==> config.mk <==
export PLATFORM = sky130hd
export DESIGN_NAME = alu_shift_arbiter
export DESIGN_NICKNAME = d
export VERILOG_FILES = /design/src/rtl/alu_shift_pkg.sv /design/src/rtl/alu_shift_unit.sv /design/src/rtl/alu_shift_arbiter.sv
export SDC_FILE = /design/constraint.sdc
export NUM_CORES = 1
export LEC_CHECK = 0
export CAP_MARGIN = 20
export CORE_MARGIN = 2
export CORE_UTILIZATION = 45
export CTS_CLUSTER_DIAMETER = 120
export CTS_CLUSTER_SIZE = 10
export DETAILED_ROUTE_END_ITERATION = 10
export PLACE_DENSITY = 0.91
export REMOVE_ABC_BUFFERS = 1
export SYNTH_ARGS = -nofsm -noshare
export SYNTH_HDL_FRONTEND = slang
export SYNTH_SLANG_ARGS = --single-unit
==> constraint.sdc <==
create_clock -name clk -period 7.4 [get_ports clk]
set_input_delay 2.22 -clock clk [delete_from_list [all_inputs] [get_ports clk]]
set_output_delay 2.22 -clock clk [all_outputs]
set_load 0.005 [all_outputs]
==> src/rtl/alu_shift_pkg.sv <==
// Shared types for the shift/rotate arbiter: opcodes, response-register states and the opcode legality check.
// The optional illegal-opcode flag (ALU_SHIFT_ILLEGAL_FLAG_EN) is handled in alu_shift_arbiter.
package alu_shift_pkg;

  localparam int DATA_W = 16;

  typedef enum logic [3:0] {
    OP_SLL  = 4'b0110,
    OP_SAR  = 4'b0111,
    OP_ROTL = 4'b1000,
    OP_ROTR = 4'b1001
  } shift_op_e;

  typedef enum logic {
    RESP_EMPTY = 1'b0,
    RESP_FULL  = 1'b1
  } resp_state_e;

  function automatic logic is_legal_op(shift_op_e op);
    return op inside {OP_SLL, OP_SAR, OP_ROTL, OP_ROTR};
  endfunction

endpackage

==> src/rtl/alu_shift_unit.sv <==
// Purely combinational 16-bit shift/rotate datapath. Shifts saturate for amounts >= 16,
// rotates use only the low four bits of the amount, and illegal opcodes yield zero.
module alu_shift_unit
  import alu_shift_pkg::*;
(
  input  logic [DATA_W-1:0] a_i,
  input  logic [DATA_W-1:0] b_i,
  input  logic [3:0]        opcode_i,
  output logic [DATA_W-1:0] result_o
);

  logic [3:0]        amt;
  logic              overRange;
  logic signed [DATA_W-1:0] aSigned;

  always_comb begin
    amt       = b_i[3:0];
    overRange = |b_i[DATA_W-1:4];
    aSigned   = $signed(a_i);
    result_o  = '0;
    case (opcode_i)
      OP_SLL:  result_o = overRange ? '0 : (a_i << amt);
      OP_SAR:  result_o = overRange ? {DATA_W{a_i[DATA_W-1]}} : DATA_W'(aSigned >>> amt);
      // A shift by the full width yields zero, so amount 0 returns A unchanged.
      OP_ROTL: result_o = (a_i << amt) | (a_i >> (5'd16 - {1'b0, amt}));
      OP_ROTR: result_o = (a_i >> amt) | (a_i << (5'd16 - {1'b0, amt}));
      default: result_o = '0;
    endcase
  end

endmodule

==> src/rtl/alu_shift_arbiter.sv <==
// Round-robin arbiter sharing one shift unit between NUM_REQ requesters, with a single-entry tagged response register.
// Defining ALU_SHIFT_ILLEGAL_FLAG_EN adds resp_illegal, registered alongside the response.
module alu_shift_arbiter
  import alu_shift_pkg::*;
#(
  parameter int NUM_REQ = 4,
  parameter int DATA_W  = 16,
  parameter int ID_W    = $clog2(NUM_REQ)
) (
  input  logic                      clk,
  input  logic                      rst_n,
  input  logic [NUM_REQ-1:0]        req_valid,
  output logic [NUM_REQ-1:0]        req_ready,
  input  logic [NUM_REQ*DATA_W-1:0] req_a,
  input  logic [NUM_REQ*DATA_W-1:0] req_b,
  input  logic [NUM_REQ*4-1:0]      req_opcode,
  output logic                      resp_valid,
  input  logic                      resp_ready,
  output logic [DATA_W-1:0]         resp_result,
  output logic [ID_W-1:0]           resp_id
`ifdef ALU_SHIFT_ILLEGAL_FLAG_EN
  , output logic                    resp_illegal
`endif
);

  resp_state_e       state_q, state_d;
  logic [DATA_W-1:0] result_q, result_d;
  logic [ID_W-1:0]   id_q, id_d;
  logic [ID_W-1:0]   rrPtr_q, rrPtr_d;

  logic              grantValid;
  logic [ID_W-1:0]   grantIdx;
  logic [ID_W-1:0]   candIdx;
  logic              canAccept;
  logic              accept;
  logic [DATA_W-1:0] selA, selB, unitResult;
  logic [3:0]        selOp;

  // Grant depends only on valids, pointer and response state, never on operand data.
  always_comb begin
    grantValid = 1'b0;
    grantIdx   = '0;
    candIdx    = '0;
    for (int k = 0; k < NUM_REQ; k++) begin
      candIdx = ID_W'((int'(rrPtr_q) + k) % NUM_REQ);
      if (!grantValid && req_valid[candIdx]) begin
        grantValid = 1'b1;
        grantIdx   = candIdx;
      end
    end
    canAccept = rst_n && ((state_q == RESP_EMPTY) || resp_ready);
    accept    = canAccept && grantValid;
    req_ready = '0;
    if (accept) req_ready[grantIdx] = 1'b1;
  end

  assign selA  = req_a[grantIdx*DATA_W +: DATA_W];
  assign selB  = req_b[grantIdx*DATA_W +: DATA_W];
  assign selOp = req_opcode[grantIdx*4 +: 4];

  alu_shift_unit uShiftUnit (
    .a_i      (selA),
    .b_i      (selB),
    .opcode_i (selOp),
    .result_o (unitResult)
  );

  always_comb begin
    state_d  = state_q;
    result_d = result_q;
    id_d     = id_q;
    rrPtr_d  = rrPtr_q;
    if (accept) begin
      state_d  = RESP_FULL;
      result_d = unitResult;
      id_d     = grantIdx;
      rrPtr_d  = (grantIdx == ID_W'(NUM_REQ - 1)) ? '0 : grantIdx + 1'b1;
    end else if (state_q == RESP_FULL && resp_ready) begin
      state_d = RESP_EMPTY;
    end
  end

  always_ff @(posedge clk) begin
    if (!rst_n) begin
      state_q  <= RESP_EMPTY;
      result_q <= '0;
      id_q     <= '0;
      rrPtr_q  <= '0;
    end else begin
      state_q  <= state_d;
      result_q <= result_d;
      id_q     <= id_d;
      rrPtr_q  <= rrPtr_d;
    end
  end

  assign resp_valid  = (state_q == RESP_FULL);
  assign resp_result = result_q;
  assign resp_id     = id_q;

`ifdef ALU_SHIFT_ILLEGAL_FLAG_EN
  logic illegal_q;

  always_ff @(posedge clk) begin
    if (!rst_n) begin
      illegal_q <= 1'b0;
    end else if (accept) begin
      illegal_q <= !is_legal_op(shift_op_e'(selOp));
    end
  end

  assign resp_illegal = illegal_q;
`endif

endmodule

## Word-level counts from Yosys, hierarchy flattened

Index checks and enable logic that the tools add are counted.

| storage, ports and cells | value |
|---|---|
| register bits | 21 |
| latch bits | 0 |
| bits in writable memories | 0 |
| memory bits (read-only) | 0 |
| logic and storage cells | 69 |
| memories kept | 0 |

| operators by class | value |
|---|---|
| $add $sub $neg | 5 |
| multipliers | 0 |
| divide/modulo/power cells | 0 |
| order comparisons | 6 |
| eq/ne operators | 5 |
| shift operators | 8 |
| mux-type cells | 25 |
| bitwise operators | 3 |
| reductions and logical operators | 13 |

Operators by type and width:

| kind | count |
|---|---|
| 64-bit by 7-bit indexed part select with 16-bit output | 2 |
| 16-bit case mux with 4 select lines | 1 |
| 16-bit two-way mux | 2 |
| 16-bit bitwise OR | 2 |
| 16-bit by 5-bit indexed part select with 4-bit output | 1 |
| 16-bit by 4-bit left shift with 16-bit output | 1 |
| 16-bit by 5-bit left shift with 16-bit output | 1 |
| 16-bit by 4-bit >> shifter with 16-bit output | 1 |
| 16-bit by 5-bit >> shifter with 16-bit output | 1 |
| 16-bit by 4-bit >>> shifter with 16-bit output | 1 |
| 2-bit by 3-bit < comparator with 1-bit output (second input constant) | 5 |
| 12-bit OR reduction | 1 |
| 1-bit two-way mux | 11 |
| 2-bit two-way mux | 5 |
| 1-bit binary-select mux with 2-bit select | 4 |
| 4-bit by 3-bit equality test with 1-bit output (second input constant) | 2 |
| 4-bit equality test (second input constant) | 2 |
| 1-bit logical AND | 7 |
| 5-bit by 4-bit subtractor with 5-bit output (first input constant) | 1 |
| 2-bit by 1-bit adder with 2-bit output (second input constant) | 2 |
| 2-bit adder (second input constant) | 2 |
| 4-bit two-way mux | 1 |
| 1-bit zero test | 3 |
| 1-bit demux with 2-bit select | 1 |
| 5 further kinds | 5 |

## Longest topological paths before layout

| logic depth | value |
|---|---|
| depth after elaboration | 17 |
| mapped depth | 21 |
| depth with buffers taken out | 15 |

## Modules after synthesis

Synthesis repeated with hierarchy kept, for this count alone.

| unflattened totals | value |
|---|---|
| cell total of the unflattened synthesis | 702 |
| area total of the unflattened synthesis | 5905.7 sq um |

By module, submodules not included:

| module | instances | cells an instance | area an instance (sq um) |
|---|---|---|---|
| alu_shift_unit | 1 | 472 | 3861.2 |
| alu_shift_arbiter | 1 | 230 | 2044.5 |

## Worst setup path before layout

OpenSTA, ideal clock, no wires.

| timing | value |
|---|---|
| path type | input to register |
| start point | input req_valid[0] |
| end point | register result_q[11], in the netlist resp_result[11] |
| setup time | 132 ps |
| arrival time | 6180 ps |
| path slack | 1089 ps |
| cell stages on the path | 19 |
| cell sequence | and2_4 and2_0 or3_1 buf_6 clkinv_8 nand3_2 and2_1 clkbuf_1 inv_1 buf_2 clkbuf_1 ha_1 inv_1 clkbuf_1 clkbuf_1 nor2_1 a22o_1 a2111oi_0 a31oi_1 |

| between the ends | value |
|---|---|
| longest elaborated chain between the ends | 17 |

RTL lines:

| item | RTL line | RTL |
|---|---|---|
| from (decl) | alu_shift_arbiter.sv:12 | `input logic [NUM_REQ-1:0] req_valid,` |
| 1-bit binary-select mux with 2-bit select | alu_shift_arbiter.sv:46 | `if (!grantValid && req_valid[candIdx]) begin` |
| 1-bit two-way mux (not written as such) | alu_shift_arbiter.sv:46 |  |
| 1-bit two-way mux | alu_shift_arbiter.sv:46 |  |
| 1-bit zero test | alu_shift_arbiter.sv:46 |  |
| 1-bit logical AND | alu_shift_arbiter.sv:46 |  |
| 1-bit two-way mux | alu_shift_arbiter.sv:46 |  |
| 1-bit zero test | alu_shift_arbiter.sv:46 |  |
| 1-bit logical AND | alu_shift_arbiter.sv:46 |  |
| 1-bit two-way mux | alu_shift_arbiter.sv:46 |  |
| 1-bit zero test | alu_shift_arbiter.sv:46 |  |
| 1-bit logical AND | alu_shift_arbiter.sv:46 |  |
| 2-bit two-way mux | alu_shift_arbiter.sv:46 |  |
| 64-bit by 7-bit indexed part select with 16-bit output | alu_shift_arbiter.sv:58 | `assign selB = req_b[grantIdx*DATA_W +: DATA_W];` |
| 5-bit by 4-bit subtractor with 5-bit output | alu_shift_unit.sv:25, alu_shift_unit.sv:26 |  |
| 16-bit by 5-bit left shift with 16-bit output / 16-bit by 5-bit >> shifter with 16-bit output (equally long branches) | alu_shift_unit.sv:26, alu_shift_unit.sv:25 |  |
| 16-bit bitwise OR (on tied branches) | alu_shift_unit.sv:26, alu_shift_unit.sv:25 |  |
| 16-bit case mux with 4 select lines | alu_shift_unit.sv:21 | `case (opcode_i)` |
| to (signal assigned) | alu_shift_arbiter.sv:91 | `result_q <= result_d;` |
| to (decl) | alu_shift_arbiter.sv:27 | `logic [DATA_W-1:0] result_q, result_d;` |

Parallel ways exist; a longest one is shown, timed or not. The select of a mux whose other input is x is not followed.
A chain may end at the register's enable or synchronous reset.

## Worst setup path in the final report

| timing | value |
|---|---|
| start point | input req_valid[0] |
| end point | output req_ready[3] |

| between the ends | value |
|---|---|
| longest elaborated chain between the ends | 17 |

RTL lines:

| item | RTL line | RTL |
|---|---|---|
| 1-bit binary-select mux with 2-bit select | alu_shift_arbiter.sv:46 |  |
| 1-bit two-way mux (not written as such) | alu_shift_arbiter.sv:46 |  |
| 1-bit two-way mux | alu_shift_arbiter.sv:46 |  |
| 1-bit zero test | alu_shift_arbiter.sv:46 |  |
| 1-bit logical AND | alu_shift_arbiter.sv:46 |  |
| 1-bit two-way mux | alu_shift_arbiter.sv:46 |  |
| 1-bit zero test | alu_shift_arbiter.sv:46 |  |
| 1-bit logical AND | alu_shift_arbiter.sv:46 |  |
| 1-bit two-way mux | alu_shift_arbiter.sv:46 |  |
| 1-bit zero test | alu_shift_arbiter.sv:46 |  |
| 1-bit logical AND | alu_shift_arbiter.sv:46 |  |
| 2-bit two-way mux | alu_shift_arbiter.sv:46 |  |
| 2-bit by 3-bit < comparator with 1-bit output (not written as such) / 2-bit by 1-bit greater-or-equal comparator with 1-bit output (equally long branches) | alu_shift_arbiter.sv:54 | `if (accept) req_ready[grantIdx] = 1'b1;` |
| 1-bit logical AND (not written as such) | alu_shift_arbiter.sv:54 |  |
| 1-bit two-way mux (not written as such) | alu_shift_arbiter.sv:54 |  |
| 1-bit demux with 2-bit select | alu_shift_arbiter.sv:54 |  |
| 4-bit two-way mux (*) | alu_shift_arbiter.sv:54 |  |
| to (decl) | alu_shift_arbiter.sv:13 | `output logic [NUM_REQ-1:0] req_ready,` |

Mark *: on every way between the ends. The rest lies on a longest branch, timed or not. The select of a mux whose other input is x is not followed.

==> impl_metrics.yaml <==
die:
  die_area_um2: 12100
  num_rows: 38
  io_pins: 174
  coreArea_um2: 10900
  die_w_um: 110
  die-height_um: 110
  start_util_pct: 46.3
detailed_routing:
  drtIter0Drc: 1073
  vias: 7000
  wirelength_mm: 23.8
  drc: 1
  wire_per_inst_um: 23.8
  first_pass_iters: 10
  vias_per_cell: 7.00
  postRouteAntennaNets: 0
place:
  gp_congestion: 1.05
  dp.final_hpwl_mm: 18.6
  portBuffers: 173
  place_area_um2: 6920
global_route:
  grt_max_degree: 39
  grt_util_met2_pct: 61.2
  met3_usage_pct: 11.2
  antenna_found_initial: 1
  grt_overflow: 0
  grtUsageTotal_pct: 39.4
  grt_use_met1_pct: 52.0
  grt_pass1_wl_mm: 36.3
  grt_pass1_vias: 6399
  busiest_layer: "met2"
status:
  status: "complete, but fails checks"
  violations: "design-rule violations"
clock_network:
  clk_pin_slew_ns: 0.09
  cts.sinks: 21
  root_buffer: "clkbuf_8"
  cts_hold_buf: 0
  clk_latency_ns: 0.28
  cts_tree: "done"
  postCtsSetupBuffers: 0
  cts_max_level: 1
  cts_buffer_depth: 2
  cts_resized: 0
  numCtsBuffers: 3
logic_synthesis:
  async_flop_share_pct: 0
  synth_seq_cells: 21
  synth_edf_count: 0
  syn_area_um2: 5040
  synthFlopType: "dfxtp_1"
  yosys_warnings: 0
  ys_seq_area_share_pct: 8.34
  synth.avg_cell_area_um2: 7.10
  synth.distinct_cells: 75
  netlist_instances: 710
sta:
  tightest_slew_ns: 0.993
  slew_headroom_pct: 31.9
  drv_slew: 0
  hold_viol_final: 0
  fin_crit_ns: 6.91
  fmax_mhz: 145
  fin_skew_ns: 0.00431
  fin_crit_sh_pct: 93.3
  rsz0062_at_grt: "no"
  setup_viol: 0
  tns_ns: 0
worst_setup_path:
  startpoint_type: "input pin"
  worstSetupPathType: "in -> out"
  crit_path_end_kind: "output port"
  cp_data_arrival_time_ns: 4.69
  setup.worst_path.start: "req_valid[0]"
  critPathRequiredTime_ns: 5.18
  critPathMaxFanout: 22
  r2r_setup_slack_ns: 2.85
  timing.rr.start: "rrPtr_q[1]"
layout:
  fin_area_um2: 6970
  diodes: 0
  drive_gt1_share_pct: 11.3
  area_growth_pct: 38.2
  final_nets: 1017
hold_path:
  hold_path.class: "reg -> reg"
  holdCritStartpoint: "resp_result[13]"
power:
  p_per_area_nw_per_um2: 292
  p_leak_nw: 2.55
  irDropWorstVdd_mv: 0.163
run:
  cap_viol_max_count: 0
==> metrics by stage <==
step           worst slack [ns]  hold WS (ns)  power (mW)  instances  util [%]
6_report                  0.495         0.489        2.03       1000      64.0
4_1_cts                   0.505         0.495        1.94       1000      64.0
3_3_place_gp              0.589         0.457        1.86        996      63.6
3_5_place_dp              0.515         0.477        1.85        996      63.6
2_1_floorplan            -0.457         0.467        1.24        648         -
5_1_grt                   0.408         0.518        2.12       1000      64.0
==> placed cells by master, fill, tap and decap left out, types with 6 or more instances in the layout <==
cell / n
a22oi_1: 8
mux2i_1: 33
inv_1: 11
a221oi_1: 10
a211oi_1: 20
a21oi_1: 24
nand3_1: 80
nand2_1: 68
o21ai_0: 77
buf_4: 35
nand4_1: 8
mux4_2: 25
clkdlybuf4s50_1: 173
a31oi_1: 10
o211ai_1: 30
and2_1: 13
o31ai_1: 6
nor3_1: 17
o21ai_1: 6
nor2_1: 34
a31o_2: 9
and3_1: 18
a21o_1: 8
dfxtp_1: 21
nor4_1: 15
==> registers in the layout, indices dropped and copies added (netlist names) <==
name         cells
resp_valid       1
resp_id          2
rrPtr_q          2
resp_result     16
==> worst max-delay path, cell delays in order <==
cell	delay, ns
clkdlybuf4s50_1	0.47
and2_4	0.19
and2_0	0.15
or3_1	0.59
clkinv_8	0.21
ha_1	0.19
inv_1	0.05
nor2_1	0.09
clkdlybuf4s50_1	0.52
==> cells by family (layout without fill, tap and decap cells) <==
| group | Yosys count | after routing | synth area share [%] |
|---|---|---|---|
| simple gates | 278 | 278 | 27.9 |
| compound gates | 266 | 266 | 36.3 |
| buf+inv | 75 | 225 | 7.02 |
| mux | 63 | 63 | 18.8 |
| flops | 21 | 21 | 8.34 |
| fa+ha+maj | 5 | 5 | 1.24 |
| xor+xnor | 2 | 2 | 0.348 |
==> power by group <==
group / internal [mW] / switching (mW) / leakage (nW) / total [mW]
Combinational: 0.703 / 1.12 / 2.36 / 1.82
Clock: 0.0387 / 0.0472 / 0.0228 / 0.0858
Sequential: 0.121 / 0.00644 / 0.170 / 0.127
==> Yosys cell counts, drive strengths merged (5+ instances only) <==
cell | n | area share [%]
clkbuf | 35 | 2.6
mux2i | 33 | 6.6
a22oi | 8 | 1.2
a31oi | 11 | 1.5
mux4 | 25 | 11
nand4 | 8 | 0.99
inv | 12 | 0.94
nor3 | 17 | 1.7
a31o | 10 | 1.7
buf | 27 | 3.2
mux2 | 5 | 1.1
nor4 | 16 | 2.3
ha | 5 | 1.2
nand2 | 68 | 5.1
and3 | 18 | 2.2
a21oi | 24 | 2.4
o31ai | 6 | 0.89
a221oi | 10 | 1.7
dfxtp | 21 | 8.3
and2 | 15 | 1.9
o21ai | 83 | 8.2
a211oi | 20 | 3.0
or2 | 6 | 0.74
nand3 | 82 | 8.5
a21boi | 5 | 0.74
nor2 | 37 | 3.0
o211ai | 30 | 4.5
a21o | 8 | 1.2
==> path summary, 6_finish.rpt <==
check,end,depth (start not counted)
worst max-delay path,req_ready[3],9
worst min-delay path,resp_result[13],2
worst max register to register,resp_result[1],16
worst min register to register,resp_result[13],2
==> per-layer routing <==
layer  routed length [um]  vias up
met3                 3030      108
met4                 1080        0
met5                    0        -
met1                 9330     3230
met2                10400      546
li1                     -     3116
==> area by class of cell <==
class	instances	area [um2]
Tap cell	140	175
Multi-Input combinational cell	614	4270
Clock buffer	4	45.0
Inverter	13	63.8
Timing Repair Buffer	208	1990
Sequential cell	21	420
Fill cell	960	3920
Note: power is estimated with default switching activity, not from simulation.
